**config.mk**
```make
export PLATFORM = sky130hd
export DESIGN_NAME = load_store_unit
export DESIGN_NICKNAME = d
export VERILOG_FILES = /design/src/rtl/load_store_unit_pkg.sv /design/src/rtl/load_store_unit_load_align.sv /design/src/rtl/load_store_unit.sv
export SDC_FILE = /design/constraint.sdc
export NUM_CORES = 1
export LEC_CHECK = 0
export BUFFER_PORTS_ARGS = -buffer_cell sky130_fd_sc_hd__buf_2
export CAP_MARGIN = 15
export CORE_MARGIN = 2
export CORE_UTILIZATION = 30
export CTS_CLUSTER_SIZE = 12
export DETAILED_ROUTE_END_ITERATION = 10
export PLACE_DENSITY = 0.57
export SYNTH_ARGS = -nofsm -noshare
export SYNTH_HDL_FRONTEND = slang
export SYNTH_SLANG_ARGS = --single-unit
```
**constraint.sdc**
```tcl
create_clock -name clk -period 2.82 [get_ports clk]
set_input_delay 0.564 -clock clk [delete_from_list [all_inputs] [get_ports clk]]
set_output_delay 0.564 -clock clk [all_outputs]
set_load 0.01 [all_outputs]
```
**src/rtl/load_store_unit_pkg.sv**
```systemverilog
// Shared types and helpers for the memory-stage load/store unit.
package load_store_unit_pkg;

  localparam int LSU_ADDR_WIDTH = 10;

  typedef enum logic [1:0] {IDLE, BUSY, DONE} lsu_state_type;

  localparam logic [2:0] F3_B  = 3'b000;
  localparam logic [2:0] F3_H  = 3'b001;
  localparam logic [2:0] F3_W  = 3'b010;
  localparam logic [2:0] F3_BU = 3'b100;
  localparam logic [2:0] F3_HU = 3'b101;

  // The request address field is sized from the package default width.
  typedef struct packed {
    logic                      we;
    logic [LSU_ADDR_WIDTH-3:0] addr;
    logic [31:0]               wdata;
    logic [3:0]                be;
  } dmem_req_type;

  typedef struct packed {
    logic        mem_read;
    logic        mem_write;
    logic [2:0]  funct3;
    logic [31:0] store_data;
  } ex_mem_type;

  function automatic logic f3_valid(input logic [2:0] f3, input logic is_store);
    if (is_store) return f3 inside {F3_B, F3_H, F3_W};
    return f3 inside {F3_B, F3_H, F3_W, F3_BU, F3_HU};
  endfunction

  function automatic logic misaligned(input logic [2:0] f3, input logic [1:0] off);
    case (f3)
      F3_H, F3_HU: return off[0];
      F3_W:        return off != 2'b00;
      default:     return 1'b0;
    endcase
  endfunction

endpackage

```
**src/rtl/load_store_unit_load_align.sv**
```systemverilog
// Combinational load aligner: picks the addressed byte/halfword lane and extends it.
module load_align
  import load_store_unit_pkg::*;
(
  input  logic [31:0] word_i,
  input  logic [1:0]  offset_i,
  input  logic [2:0]  funct3_i,
  output logic [31:0] value_o
);

  logic [7:0]  byte_sel;
  logic [15:0] half_sel;

  always_comb begin
    case (offset_i)
      2'd0:    byte_sel = word_i[7:0];
      2'd1:    byte_sel = word_i[15:8];
      2'd2:    byte_sel = word_i[23:16];
      default: byte_sel = word_i[31:24];
    endcase
    half_sel = offset_i[1] ? word_i[31:16] : word_i[15:0];
    case (funct3_i)
      F3_B:    value_o = {{24{byte_sel[7]}}, byte_sel};
      F3_BU:   value_o = {24'b0, byte_sel};
      F3_H:    value_o = {{16{half_sel[15]}}, half_sel};
      F3_HU:   value_o = {16'b0, half_sel};
      default: value_o = word_i;
    endcase
  end

endmodule

```
**src/rtl/load_store_unit.sv**
```systemverilog
// Memory-stage load/store unit: validates the EX/MEM access, runs the dmem
// req/ack handshake with a timeout, and returns aligned load data.
module load_store_unit
  import load_store_unit_pkg::*;
#(
  parameter int ADDR_WIDTH     = LSU_ADDR_WIDTH,
  parameter int TIMEOUT_CYCLES = 255
) (
  input  logic                  clk,
  input  logic                  reset_n,
  input  logic                  mem_read,
  input  logic                  mem_write,
  input  logic [2:0]            funct3,
  input  logic [ADDR_WIDTH-1:0] address,
  input  logic [31:0]           store_data,
  output logic                  stall,
  output logic [31:0]           load_data,
  output logic                  load_valid,
  output logic                  fault,
  output logic                  dmem_req,
  output logic                  dmem_we,
  output logic [ADDR_WIDTH-3:0] dmem_addr,
  output logic [31:0]           dmem_wdata,
  output logic [3:0]            dmem_be,
  input  logic [31:0]           dmem_rdata,
  input  logic                  dmem_ack
);

  localparam int CNT_W = $clog2(TIMEOUT_CYCLES + 1);

  ex_mem_type    ex_mem;
  lsu_state_type state_q;
  dmem_req_type  req_d, req_q;
  logic [CNT_W-1:0] cnt_q;
  logic [2:0]    ld_f3_q;
  logic [1:0]    ld_off_q;
  logic          is_load_q;
  logic [31:0]   load_data_q;
  logic          load_valid_q, fault_q;
  logic          access, is_store, good_access, bad_access;
  logic [31:0]   aligned;

  assign ex_mem = '{mem_read: mem_read, mem_write: mem_write,
                    funct3: funct3, store_data: store_data};

  // A write wins over a read when both are flagged.
  assign access      = ex_mem.mem_read | ex_mem.mem_write;
  assign is_store    = ex_mem.mem_write;
  assign good_access = access & f3_valid(ex_mem.funct3, is_store)
                     & ~misaligned(ex_mem.funct3, address[1:0]);
  assign bad_access  = access & ~good_access;

  always_comb begin
    req_d.we    = is_store;
    req_d.addr  = address[ADDR_WIDTH-1:2];
    req_d.wdata = ex_mem.store_data;
    req_d.be    = 4'b1111;
    if (is_store) begin
      case (ex_mem.funct3[1:0])
        2'b00: begin
          req_d.wdata = {4{ex_mem.store_data[7:0]}};
          req_d.be    = 4'b0001 << address[1:0];
        end
        2'b01: begin
          req_d.wdata = {2{ex_mem.store_data[15:0]}};
          req_d.be    = address[1] ? 4'b1100 : 4'b0011;
        end
        default: ;
      endcase
    end
  end

  load_align u_load_align (
    .word_i   (dmem_rdata),
    .offset_i (ld_off_q),
    .funct3_i (ld_f3_q),
    .value_o  (aligned)
  );

  always_ff @(posedge clk or negedge reset_n) begin
    if (!reset_n) begin
      state_q      <= IDLE;
      cnt_q        <= '0;
      req_q        <= '0;
      ld_f3_q      <= '0;
      ld_off_q     <= '0;
      is_load_q    <= 1'b0;
      load_data_q  <= '0;
      load_valid_q <= 1'b0;
      fault_q      <= 1'b0;
    end else begin
      load_valid_q <= 1'b0;
      fault_q      <= 1'b0;
      case (state_q)
        IDLE: begin
          if (good_access) begin
            req_q     <= req_d;
            ld_f3_q   <= ex_mem.funct3;
            ld_off_q  <= address[1:0];
            is_load_q <= ~is_store;
            cnt_q     <= '0;
            state_q   <= BUSY;
          end else if (bad_access) begin
            fault_q <= 1'b1;
          end
        end
        BUSY: begin
          if (dmem_ack) begin
            if (is_load_q) begin
              load_data_q  <= aligned;
              load_valid_q <= 1'b1;
            end
            state_q <= DONE;
          end else if (cnt_q == CNT_W'(TIMEOUT_CYCLES - 1)) begin
            fault_q     <= 1'b1;
            load_data_q <= '0;
            state_q     <= DONE;
          end else begin
            cnt_q <= cnt_q + 1'b1;
          end
        end
        // The pipeline advances out of DONE; the stale access is not re-examined.
        DONE:    state_q <= IDLE;
        default: state_q <= IDLE;
      endcase
    end
  end

  assign stall      = reset_n & ((state_q == BUSY) | ((state_q == IDLE) & good_access));
  assign dmem_req   = (state_q == BUSY);
  assign dmem_we    = req_q.we;
  assign dmem_addr  = req_q.addr;
  assign dmem_wdata = req_q.wdata;
  assign dmem_be    = req_q.be;
  assign load_data  = load_data_q;
  assign load_valid = load_valid_q;
  assign fault      = fault_q;

endmodule

```
# Yosys cells after proc, flatten, opt, wreduce, memory -nomap -nowiden
# Index checks and enable logic that the tools add are counted.
[word_totals] register_bits=95 input_bits=82
[op_classes] addsub=1 n_reduce_logical=15 n_bitwise=10 n_mux=29 shift=1 n_eq_ne=17
[op_table] cell="32-bit case mux with 4 select lines" count=1
[op_table] cell="32-bit 2-to-1 mux" count=3
[op_table] cell="36-bit case mux with 2 select lines" count=1
[op_table] cell="36-bit 2-to-1 mux" count=1
[op_table] cell="8-bit 2-to-1 mux" count=3
[op_table] cell="8-bit case mux with 3 select lines" count=1
[op_table] cell="16-bit 2-to-1 mux" count=1
[op_table] cell="8-bit case mux with 2 select lines" count=1
[op_table] cell="3-bit == test, second input constant" count=4
[op_table] cell="1-bit 2-to-1 mux" count=10
[op_table] cell="8-bit by 1-bit adder with 8-bit output, second input constant" count=1
[op_table] cell="8-bit == test, second input constant" count=1
[op_table] cell="2-bit by 1-bit == test with 1-bit output, second input constant" count=3
[op_table] cell="3-bit by 1-bit == test with 1-bit output, second input constant" count=2
[op_table] cell="2-bit zero test" count=3
[op_table] cell="3-bit zero test" count=2
[op_table] cell="2-bit 2-to-1 mux" count=3
[op_table] cell="2-bit != test, second input constant" count=3
[op_table] cell="2-bit nonzero test" count=3
[op_table] cell="1-bit bitwise AND" count=5
[op_table] cell="5-bit nonzero test" count=1
[op_table] cell="4-bit 2-to-1 mux" count=1
[op_table] cell="1-bit case mux with 2 select lines" count=2
[op_table] cell="2-bit case mux with 2 select lines" count=1
[op_table] cell="other kinds (12)" count=16

# Longest topological paths before layout
[depth] ltp_word=11 depth_mapped=7

# Hierarchy
# A second synthesis with hierarchy kept.
[hier_totals] cells_unflattened=464 hier_area_um2=5008.6
[by_module_without_submodules] module="load_store_unit" area_per_inst_um2=4038.9 n_inst=1 cells_per_inst=331
[by_module_without_submodules] module="load_align" area_per_inst_um2=969.7 n_inst=1 cells_per_inst=133

# Worst setup path after synthesis
# OpenSTA, ideal clock, no wires.
[synth_timing] path_type="input -> output" start="in address[1]" end="out stall" arrival_ns=2.085 path_stages=5 setup_slack_ns=0.171 required_time_ns=2.256 path_cell_list="or4_4 > a2111o_1 > buf_2 > buf_6 > a21boi_0"
[synth_between] elab_chain_len=7
[synth_lines] item="start: declaration" line_no="load_store_unit.sv:14" text="input logic [ADDR_WIDTH-1:0] address,"
[synth_lines] item="2-bit nonzero test" line_no="load_store_unit_pkg.sv:37" text="F3_W: return off != 2'b00;"
[synth_lines] item="1-bit case mux with 2 select lines" line_no="load_store_unit_pkg.sv:35" text="case (f3)"
[synth_lines] item="1-bit NOT" line_no="load_store_unit.sv:50" text="& ~misaligned(ex_mem.funct3, address[1:0]);"
[synth_lines] item="1-bit bitwise AND" line_no="load_store_unit.sv:50"
[synth_lines] item="1-bit bitwise AND" line_no="load_store_unit.sv:129" text="assign stall = reset_n & ((state_q == BUSY) | ((state_q == IDLE) & good_access));"
[synth_lines] item="1-bit OR" line_no="load_store_unit.sv:129"
[synth_lines] item="1-bit bitwise AND" line_no="load_store_unit.sv:129"
[synth_lines] item="end: declaration" line_no="load_store_unit.sv:16" text="output logic stall,"
# No other way between the ends.

# Worst setup path after layout
# Same ends and word-level chain as after synthesis.

==> impl_metrics.ini <==
[critical_path]
cp-end-kind = primary output
cp_top_family = compound AO/OA/AOI/OAI gates
cp.required_ps = 2260
crit_type = primary input to primary output
cp.buffers_inverters = 2
slowest_delay_ps = 570
critPathSlowestCell = or4_4
cp_common_cell = buf_2
worstSetupStartpointType = primary input
cp_max_fo = 3
worstPathCellList = buf_2, or4_4, a2111o_2, a21boi_0, buf_2
worstPathArrival_ps = 2080

[clock_tree]
h-tree-depth = 3
clk_latency_ps = 340
clk_path_buf_depth = 2
clkTransAtPathRegs_ps = 60
cts_tree = done
numCtsBuffers = 9
clockRootBuffer = clkbuf_16
post_cts_buffers = 0
cts_resized = 0
cts_hold_buf = 0
clock-sinks = 95

[logic_synthesis]
ys_top_cells_by_count = dfrtp_1, nand2_1, o21ai_0
yosys.area.top_type = dfrtp_1
syn-num-nets = 542
synth-seq-cells = 95
synthArstFlopShare = 1.00
synth_ff_type = dfrtp_1
synthesis.area_sq_um = 4530
ys_warn_count = 0
syn-instance-count = 458
synthTopCellsByArea = dfrtp_1, nand2_1, mux2i_1
avgSynthCellArea_sq_um = 9.88
ys_seq_area_frac = 0.525
synth-edff-count = 0
synth_top_area_share = 0.525
ys_types = 47
yosysMostFrequentCell = dfrtp_1

[timing]
fin_crit_ps = 2640
drv_slew = 0
relSlewSlack = 0.292
final_hold_viol_count = 0
rsz0062_at_grt = no
finClkSkew_ps = 6.51
finalSetupTns_ps = 0
worst_slew_pin_slew_ps = 1060
finalSetupViolCount = 0
fmax_ghz = 0.379
holdWs_ps = 411
fin_crit_sh = 0.936

[outcome]
status = completed

[placement]
numPortBuffers = 162
hpwl_mm = 9.58
place.gp.congestion = 0.771

[die]
io_pins = 163
dieHeight_um = 127
initial_core_util = 0.309
die_area_sq_um = 16100
fp.dieW_um = 127
fp.coreArea_sq_um = 14600
row_count = 44

[global_route]
grt_max_degree = 79
track_usage = 0.165
gr-total-overflow = 0
grt_pass1_vias = 3992
grt_pass1_wl_mm = 21.1
antenna_found_initial = 0

[cells_and_area]
nFillCells = 1481
nets = 700
drive_above_1_share = 0.337
syn_to_final_growth_pct = 29.2
num_antenna_cells = 0

[detailed_routing]
drt_drc_violations_left = 0
routedWlPerCell_um = 16.4
drtAntennaViolNets = 0
drt_iter0_drc = 287
drtPass1Iterations = 4
vias = 4068
vias_per_cell = 5.05
routed_wl_mm = 13.2

[power]
power_density_nw_per_um2 = 1010
p_leak_nw = 2.94
p_total_mw = 5.87
vdd_drop_max_v = 0.000346

[min_path]
hp-class = primary input to register

[run]
maxCapViolCount = 0
-- worst reg2reg max path: cells and delay by family (launching register included) --
| family | cells | cell delay [ps] |
|---|---|---|
| DFF | 1 | 460 |
| buffers and inverters | 1 | 190 |
| and+or+nand+nor | 3 | 1320 |
| AOI/OAI and AO/OA | 1 | 290 |
-- through the flow --
stage	instances	util	worst slack [ps]	instance area, sq um
2_1_floorplan	458	-	171	4530
5_1_grt	805	0.399	140	5850
3_3_place_gp	789	0.379	158	5550
3_5_place_dp	789	0.379	127	5550
4_1_cts	805	0.399	164	5850
6_report	805	0.399	180	5850
-- power by group --
group | switching [mW] | internal, mW | total [mW]
Clock | 0.546 | 0.698 | 1.24
Combinational | 1.20 | 1.02 | 2.22
Sequential | 0.458 | 1.95 | 2.41
-- layout by cell type, fill, tap and decap left out, types with 10 or more instances in the layout --
| cell | count |
|---|---|
| mux2_2 | 10 |
| dfrtp_1 | 95 |
| o21ai_0 | 42 |
| nor2_1 | 33 |
| buf_2 | 161 |
| buf_4 | 15 |
| nand2_1 | 93 |
| a221o_1 | 23 |
| mux2i_1 | 26 |
| a21oi_1 | 26 |
-- worst paths after layout --
kind	from	to	slack, ps	cells after the start
worst min-delay path	address[4]	dmem_addr[2]$_DFFE_PN0P_	410	3
worst min register to register	dmem_addr[2]$_DFFE_PN0P_	dmem_addr[2]$_DFFE_PN0P_	470	2
worst max-delay path	address[1]	stall	180	5
worst max register to register	state_q[1]$_DFFE_PN0P_	load_data[21]$_DFFE_PN0P_	480	5
max in group asynchronous	reset_n	is_load_q$_DFFE_PN0P_	1430	3
min in group asynchronous	reset_n	cnt_q[6]$_DFFE_PN0P_	440	2
-- flip-flops by register name, indices dropped and copies added (netlist names) --
name and count:
dmem_addr 8, dmem_we 1, fault 1, cnt_q 8
load_valid 1, dmem_be 4, is_load_q 1, load_data 32
ld_off_q 2, ld_f3_q 3, state_q 2, dmem_wdata 32
-- area by class of cell --
cell class | instances | area [sq um] | area share
flip-flops and latches | 95 | 2380 | 0.407
multi-input cells | 327 | 2000 | 0.341
repair buffers | 176 | 918 | 0.157
clock buffers | 11 | 233 | 0.0398
well taps | 184 | 230 | 0.0394
clock inverters | 5 | 65.1 | 0.0111
inverters | 7 | 26.3 | 0.00449
-- per-layer routing --
| layer | share of wire | vias to the layer above | track usage | wire [um] |
|---|---|---|---|---|
| met5 | 0 | - | 0 | 0 |
| li1 | - | 1952 | - | - |
| met4 | 0.0058 | 0 | 0.0569 | 77 |
| met2 | 0.45 | 149 | 0.252 | 5920 |
| met3 | 0.082 | 9 | 0.0468 | 1080 |
| met1 | 0.46 | 1958 | 0.225 | 6140 |
-- cells by family (layout without fill, tap and decap cells) --
group,after synthesis,after routing,share of synthesized area
multiplexers,36,36,0.0824
AND/OR/NAND/NOR,159,159,0.152
XOR/XNOR,2,2,0.00387
buffers and inverters,36,199,0.0376
AO/OA/AOI/OAI,128,128,0.193
adder cells (fa/ha/maj),2,2,0.00553
flip-flops,95,95,0.525
Note: power is estimated with default switching activity, not from simulation.
